`src/rtl/apb_arb_master.sv`:
```
// Round-robin APB master: NUM_REQ requesters share one APB bus, one transfer at a time.
// Optional ACCESS-phase timeout abort is enabled by defining APB_ARB_TIMEOUT_EN.
module apb_arb_master #(
    parameter int NUM_REQ    = 4,
    parameter int ADDR_WIDTH = 32,
    parameter int DATA_WIDTH = 32,
    parameter int TIMEOUT    = 16
) (
    input  logic                             PCLK,
    input  logic                             PRESETn,
    input  logic [NUM_REQ-1:0]               req_valid,
    input  logic [NUM_REQ-1:0]               req_write,
    input  logic [NUM_REQ*ADDR_WIDTH-1:0]    req_addr,
    input  logic [NUM_REQ*DATA_WIDTH-1:0]    req_wdata,
    output logic [NUM_REQ-1:0]               req_ready,
    output logic [NUM_REQ-1:0]               rsp_valid,
    output logic [DATA_WIDTH-1:0]            rsp_rdata,
    output logic                             rsp_err,
    output logic                             PSEL,
    output logic                             PENABLE,
    output logic                             PWRITE,
    output logic [ADDR_WIDTH-1:0]            PADDR,
    output logic [DATA_WIDTH-1:0]            PWDATA,
    input  logic                             PREADY,
    input  logic [DATA_WIDTH-1:0]            PRDATA,
    input  logic                             PSLVERR
);

    localparam int PW = (NUM_REQ > 1) ? $clog2(NUM_REQ) : 1;

    typedef enum logic [1:0] {IDLE, SETUP, ACCESS} state_t;

    state_t                r_state;
    logic [PW-1:0]         r_ptr;
    logic [PW-1:0]         r_gnt;
    logic [NUM_REQ-1:0]    r_req_ready;
    logic [NUM_REQ-1:0]    r_rsp_valid;
    logic [DATA_WIDTH-1:0] r_rsp_rdata;
    logic                  r_rsp_err;
    logic                  r_psel;
    logic                  r_penable;
    logic                  r_pwrite;
    logic [ADDR_WIDTH-1:0] r_paddr;
    logic [DATA_WIDTH-1:0] r_pwdata;

    logic                  w_any;
    logic [PW-1:0]         w_gnt;
    logic [NUM_REQ-1:0]    w_gnt_oh;
    logic [NUM_REQ-1:0]    w_cur_oh;

`ifdef APB_ARB_TIMEOUT_EN
    localparam int CW = $clog2(TIMEOUT + 1);
    logic [CW-1:0]         r_wait;
`endif

    // Search upward from the pointer, wrapping modulo NUM_REQ.
    always_comb begin
        int unsigned idx;
        w_any = 1'b0;
        w_gnt = '0;
        idx   = 0;
        for (int unsigned i = 0; i < NUM_REQ; i++) begin
            idx = (int'(r_ptr) + i) % NUM_REQ;
            if (!w_any && req_valid[idx]) begin
                w_any = 1'b1;
                w_gnt = PW'(idx);
            end
        end
    end

    assign w_gnt_oh = NUM_REQ'(1) << w_gnt;
    assign w_cur_oh = NUM_REQ'(1) << r_gnt;

    always_ff @(posedge PCLK or negedge PRESETn) begin
        if (!PRESETn) begin
            r_state     <= IDLE;
            r_ptr       <= '0;
            r_gnt       <= '0;
            r_req_ready <= '0;
            r_rsp_valid <= '0;
            r_rsp_rdata <= '0;
            r_rsp_err   <= 1'b0;
            r_psel      <= 1'b0;
            r_penable   <= 1'b0;
            r_pwrite    <= 1'b0;
            r_paddr     <= '0;
            r_pwdata    <= '0;
`ifdef APB_ARB_TIMEOUT_EN
            r_wait      <= '0;
`endif
        end else begin
            r_req_ready <= '0;
            r_rsp_valid <= '0;
            r_rsp_rdata <= '0;
            r_rsp_err   <= 1'b0;
            case (r_state)
                IDLE: begin
                    if (w_any) begin
                        r_gnt       <= w_gnt;
                        r_pwrite    <= req_write[w_gnt];
                        r_paddr     <= req_addr[w_gnt*ADDR_WIDTH +: ADDR_WIDTH];
                        r_pwdata    <= req_wdata[w_gnt*DATA_WIDTH +: DATA_WIDTH];
                        r_psel      <= 1'b1;
                        r_req_ready <= w_gnt_oh;
                        r_state     <= SETUP;
                    end
                end
                SETUP: begin
                    r_penable <= 1'b1;
                    r_ptr     <= (r_gnt == PW'(NUM_REQ - 1)) ? '0 : r_gnt + 1'b1;
`ifdef APB_ARB_TIMEOUT_EN
                    r_wait    <= '0;
`endif
                    r_state   <= ACCESS;
                end
                ACCESS: begin
                    if (PREADY) begin
                        r_psel      <= 1'b0;
                        r_penable   <= 1'b0;
                        r_rsp_valid <= w_cur_oh;
                        r_rsp_err   <= PSLVERR;
                        r_rsp_rdata <= r_pwrite ? '0 : PRDATA;
                        r_state     <= IDLE;
                    end
`ifdef APB_ARB_TIMEOUT_EN
                    else if (r_wait == CW'(TIMEOUT - 1)) begin
                        r_psel      <= 1'b0;
                        r_penable   <= 1'b0;
                        r_rsp_valid <= w_cur_oh;
                        r_rsp_err   <= 1'b1;
                        r_state     <= IDLE;
                    end else begin
                        r_wait <= r_wait + 1'b1;
                    end
`endif
                end
                default: r_state <= IDLE;
            endcase
        end
    end

    assign req_ready = r_req_ready;
    assign rsp_valid = r_rsp_valid;
    assign rsp_rdata = r_rsp_rdata;
    assign rsp_err   = r_rsp_err;
    assign PSEL      = r_psel;
    assign PENABLE   = r_penable;
    assign PWRITE    = r_pwrite;
    assign PADDR     = r_paddr;
    assign PWDATA    = r_pwdata;

endmodule
```
`config.mk`:
```
export PLATFORM = sky130hd
export DESIGN_NAME = apb_arb_master
export DESIGN_NICKNAME = d
export VERILOG_FILES = /design/src/rtl/apb_arb_master.sv
export SDC_FILE = /design/constraint.sdc
export NUM_CORES = 1
export LEC_CHECK = 0
export BUFFER_PORTS_ARGS = -buffer_cell sky130_fd_sc_hd__buf_2
export CAP_MARGIN = 10
export CORE_AREA = 3 3 158 160
export CTS_CLUSTER_DIAMETER = 40
export DETAILED_ROUTE_END_ITERATION = 16
export DIE_AREA = 0 0 161 163
export GPL_ROUTABILITY_DRIVEN = 0
export SYNTH_ARGS = -nofsm -noshare
export SYNTH_HDL_FRONTEND = slang
export SYNTH_SLANG_ARGS = --single-unit
```
`constraint.sdc`:
```
create_clock -name PCLK -period 2.1 [get_ports PCLK]
set_input_delay 0.105 -clock PCLK [delete_from_list [all_inputs] [get_ports PCLK]]
set_output_delay 0.105 -clock PCLK [all_outputs]
set_load 0.01 [all_outputs]
```
==> summary.md <==
| Metric | Value |
|---|---|
| Netlist area before placement | `5820 µm²` |
| Core Util, Final | `39.9%` |
| Min-Delay Path Class | `in -> reg` |
| Drt pass-1 iters | `4` |
| Gate Count Post-Synth | `just under 500` |
| Fmax | `~0.50 GHz` |
| Minimum clock period after layout | `2.02 ns` |
| Setup ws final | `~0.08 ns` |
| RR Endpoint | `PWDATA[8]$_DFFE_PN0P_` |
| Max VDD drop | `slightly below 0.0008 V` |
| Status | `completed` |
| Routed length per instance | `17.2 µm` |
| Clk Tree Root Cell | `clkbuf_16` |
| N_diodes | `0` |
| Leakage | `around 5.2 nW` |
| Largest net degree at the start of global routing | `between 100 and 150` |
| Syn nets | `798` |
| Clk slew on worst S/H paths | `~0.06 ns` |
| Vias in the first global route | `between 6k and 7k` |
| Synth async-reset ratio | `100%` |
| Mean post-synth cell area | `11.8 µm²` |
| Die area | `26,200 µm²` |
| Routed Antenna Nets | `0` |
| Gr ovfl total | `0` |
| Dpl ws | `0.103 ns` |
| CTS buffer count | `17` |
| DP Cell Count | `1,207` |
| Chip height | `163 µm` |
| CP Class | `reg -> reg` |
| Clk sinks | `between 100 and 150` |
| Slew @ Worst Pin | `~0.63 ns` |
| First-pass GRT wire length | `33,000 µm` |
| Most frequent cells in the layout | `buf_2 (406), mux2i_1 (130), dfrtp_1 (114)` |
| Cell Count, Final, Fillers Out | `1,286` |
| Share of post-route cells with drive strength above 1 | `50.1%` |
| Reg-to-Reg Start | `r_ptr[1]$_DFFE_PN0P_` |
| Critical Path AT | `2.28 ns` |
| Slew margin rel. | `58.0%` |
| CTS tree | `done` |
| Detailed placement HPWL | `approximately 16,000 µm` |
| Clk buf depth | `2` |
| Hold endpoint | `PWDATA[1]$_DFFE_PN0P_` |
| Final setup viols | `0` |
| Design area | `9380 µm²` |
| I/O pin cnt | `408` |
| Post-CTS resize count | `0` |
| Setup TNS | `0 ns` |
| DRT Wirelength | `22,100 µm` |
| Core ar. | `23,500 µm²` |
| Clk Latency, worst-skew pair | `0.41 ns` |
| Worst Hold Launch | `req_wdata[33]` |
| Final slew viol count | `0` |
| Reg2reg setup slack | `between 0.07 and 0.08 ns` |
| Fin crit share | `96.2%` |
| Top FF cell, synth | `dfrtp_1` |
| CP max FO | `20` |
| Vias after detailed routing | `5,734` |
| Final nets | `1,258` |
| Ys Warns | `0` |
| Synth unique cells | `35` |
| Htree depth | `4` |
| DR DRC count | `0` |
| WHS Path Cells | `3` |
| Max Cap Viol | `0` |
| Area grow syn2layout | `61.2%` |
| Starting Density | `24.7%` |
| Crit end category | `flip-flop` |
| Pwr dens | `1280 nW/µm²` |
| Post-synth EDFFs | `0` |
| FF+latch count, synth | `between 100 and 150` |
| Vias per cell | `~4.5` |
| IO buf count | `407` |
| Sequential area share after synthesis | `49.0%` |
| CP max stage delay | `0.43 ns` |
| Worst path required time | `2.36 ns` |
| Commonest non-fill, non-tap cell in the layout | `buf_2` |
| R2R cell count | `6` |
| Final hold vios | `0` |
| 1st-iter DRT viols | `285` |
| Top cell by count, worst path | `buf_12` |
| Clock skew | `0.00968 ns` |
| Fill count | `between 2k and 2.5k` |
| Cell breakdown of the critical path | `mux2_4 -> o221ai_4 -> buf_12 -> buf_12 -> mux2i_1 -> o221ai_1` |
| Die Wd | `161 µm` |
| Crit-path slowest cell | `dfrtp_1` |
| FP Rows | `56` |
| Initial antenna violation count | `0` |
| Placed cell area | `8250 µm²` |
| Total Routing Usage GR | `16.0%` |
| RSZ-0062 raised after global routing | `false` |
| Startpoint types | `flip-flop` |
==> synth_stat cells (2+ instances only) <==
library cell  number  share of area, %
inv_1              6              0.39
and2_1            37               4.0
nor2_1             4              0.26
o221ai_2           6               1.5
buf_6              4              0.77
buf_2              6              0.52
clkbuf_4           4              0.52
dfrtp_1          114                49
mux2i_1          130                22
ha_1               4              0.86
nor2b_1            4              0.43
nand2_1           68               4.4
buf_4              4              0.52
clkbuf_1          15              0.97
o21ai_0            4              0.34
o221ai_1          60               9.0
nand2b_1           2              0.21
buf_8              5               1.3
==> per-layer routing <==
| metal | global-route usage [%] | vias to the layer above | share of wire (%) |
|---|---|---|---|
| met5 | 0 | - | 0 |
| met4 | 4.81 | 0 | 1.4 |
| met3 | 5.01 | 19 | 8.1 |
| met2 | 29.3 | 279 | 52 |
| met1 | 17.8 | 2702 | 38 |
| li1 | - | 2734 | - |
==> worst max-delay path: cells and delay by family, from the launching register on <==
family          cells  cell delay (ns)
mux                 2             0.56
compound gates      2             0.44
flops               1             0.43
buf+inv             2             0.41
==> state kept, by name (all words and copies together) (netlist names) <==
signal,count
PWDATA,32
r_state,2
PENABLE,1
PADDR,32
rsp_valid,4
r_ptr,2
rsp_err,1
rsp_rdata,32
PSEL,1
req_ready,4
r_gnt,2
PWRITE,1
==> timing repair <==
item,CTS,global route
hold buffers,43,0
setup endpoints to repair,0,16
setup buffers,0,2
endpoints found under the hold margin,155,0
==> worst max path at each step <==
| stage | startpoint | end | slack (ns) | cells past startpoint |
|---|---|---|---|---|
| 2_1_floorplan | r_ptr[1]$_DFFE_PN0P_ | PWDATA[19]$_DFFE_PN0P_ | 0.36 | 7 |
| 3_3_place_gp | r_ptr[1]$_DFFE_PN0P_ | PWDATA[0]$_DFFE_PN0P_ | 0.15 | 6 |
| 3_5_place_dp | r_ptr[1]$_DFFE_PN0P_ | PWDATA[4]$_DFFE_PN0P_ | 0.10 | 6 |
| 4_1_cts | r_ptr[1]$_DFFE_PN0P_ | PWDATA[4]$_DFFE_PN0P_ | 0.07 | 6 |
| 5_1_grt | r_ptr[1]$_DFFE_PN0P_ | PWDATA[5]$_DFFE_PN0P_ | 0.006 | 6 |
| 6_report | r_ptr[1]$_DFFE_PN0P_ | PWDATA[8]$_DFFE_PN0P_ | 0.08 | 6 |
==> through the flow <==
stage	power (W)	hold WS, ns
after floorplan	0.00683	-0.191
after CTS	0.0121	0.000200
after global routing	0.0129	0.00220
after global placement	0.00865	0.239
after detailed placement	0.00876	0.245
final	0.0120	0.0229
==> report_power, final <==
part,internal [W],leakage (nW),switching [W]
Combinational,0.00248,3.43,0.00294
Clock,0.00193,0.311,0.00124
Sequential,0.00301,1.46,0.000417
==> cell families after synthesis <==
family	count (synthesis)	share of synthesized area, %
AOI/OAI and AO/OA	77	11.8
adders and majority gates	4	0.860
buffers and inverters	47	5.48
DFF	114	49.0
muxes	132	22.8
and+or+nand+nor	120	10.0
==> cell type report <==
type                            count  area [µm²]  area share (%)
Clock buffer                       17         425            4.53
Clock inverter                     15         209            2.23
Multi-Input combinational cell    333        2670            28.4
Tap cell                          319         399            4.25
Inverter                            7        28.8           0.307
Timing Repair Buffer              481        2800            29.8
Sequential cell                   114        2850            30.4
No activity file was read; power rests on OpenSTA's default activity.
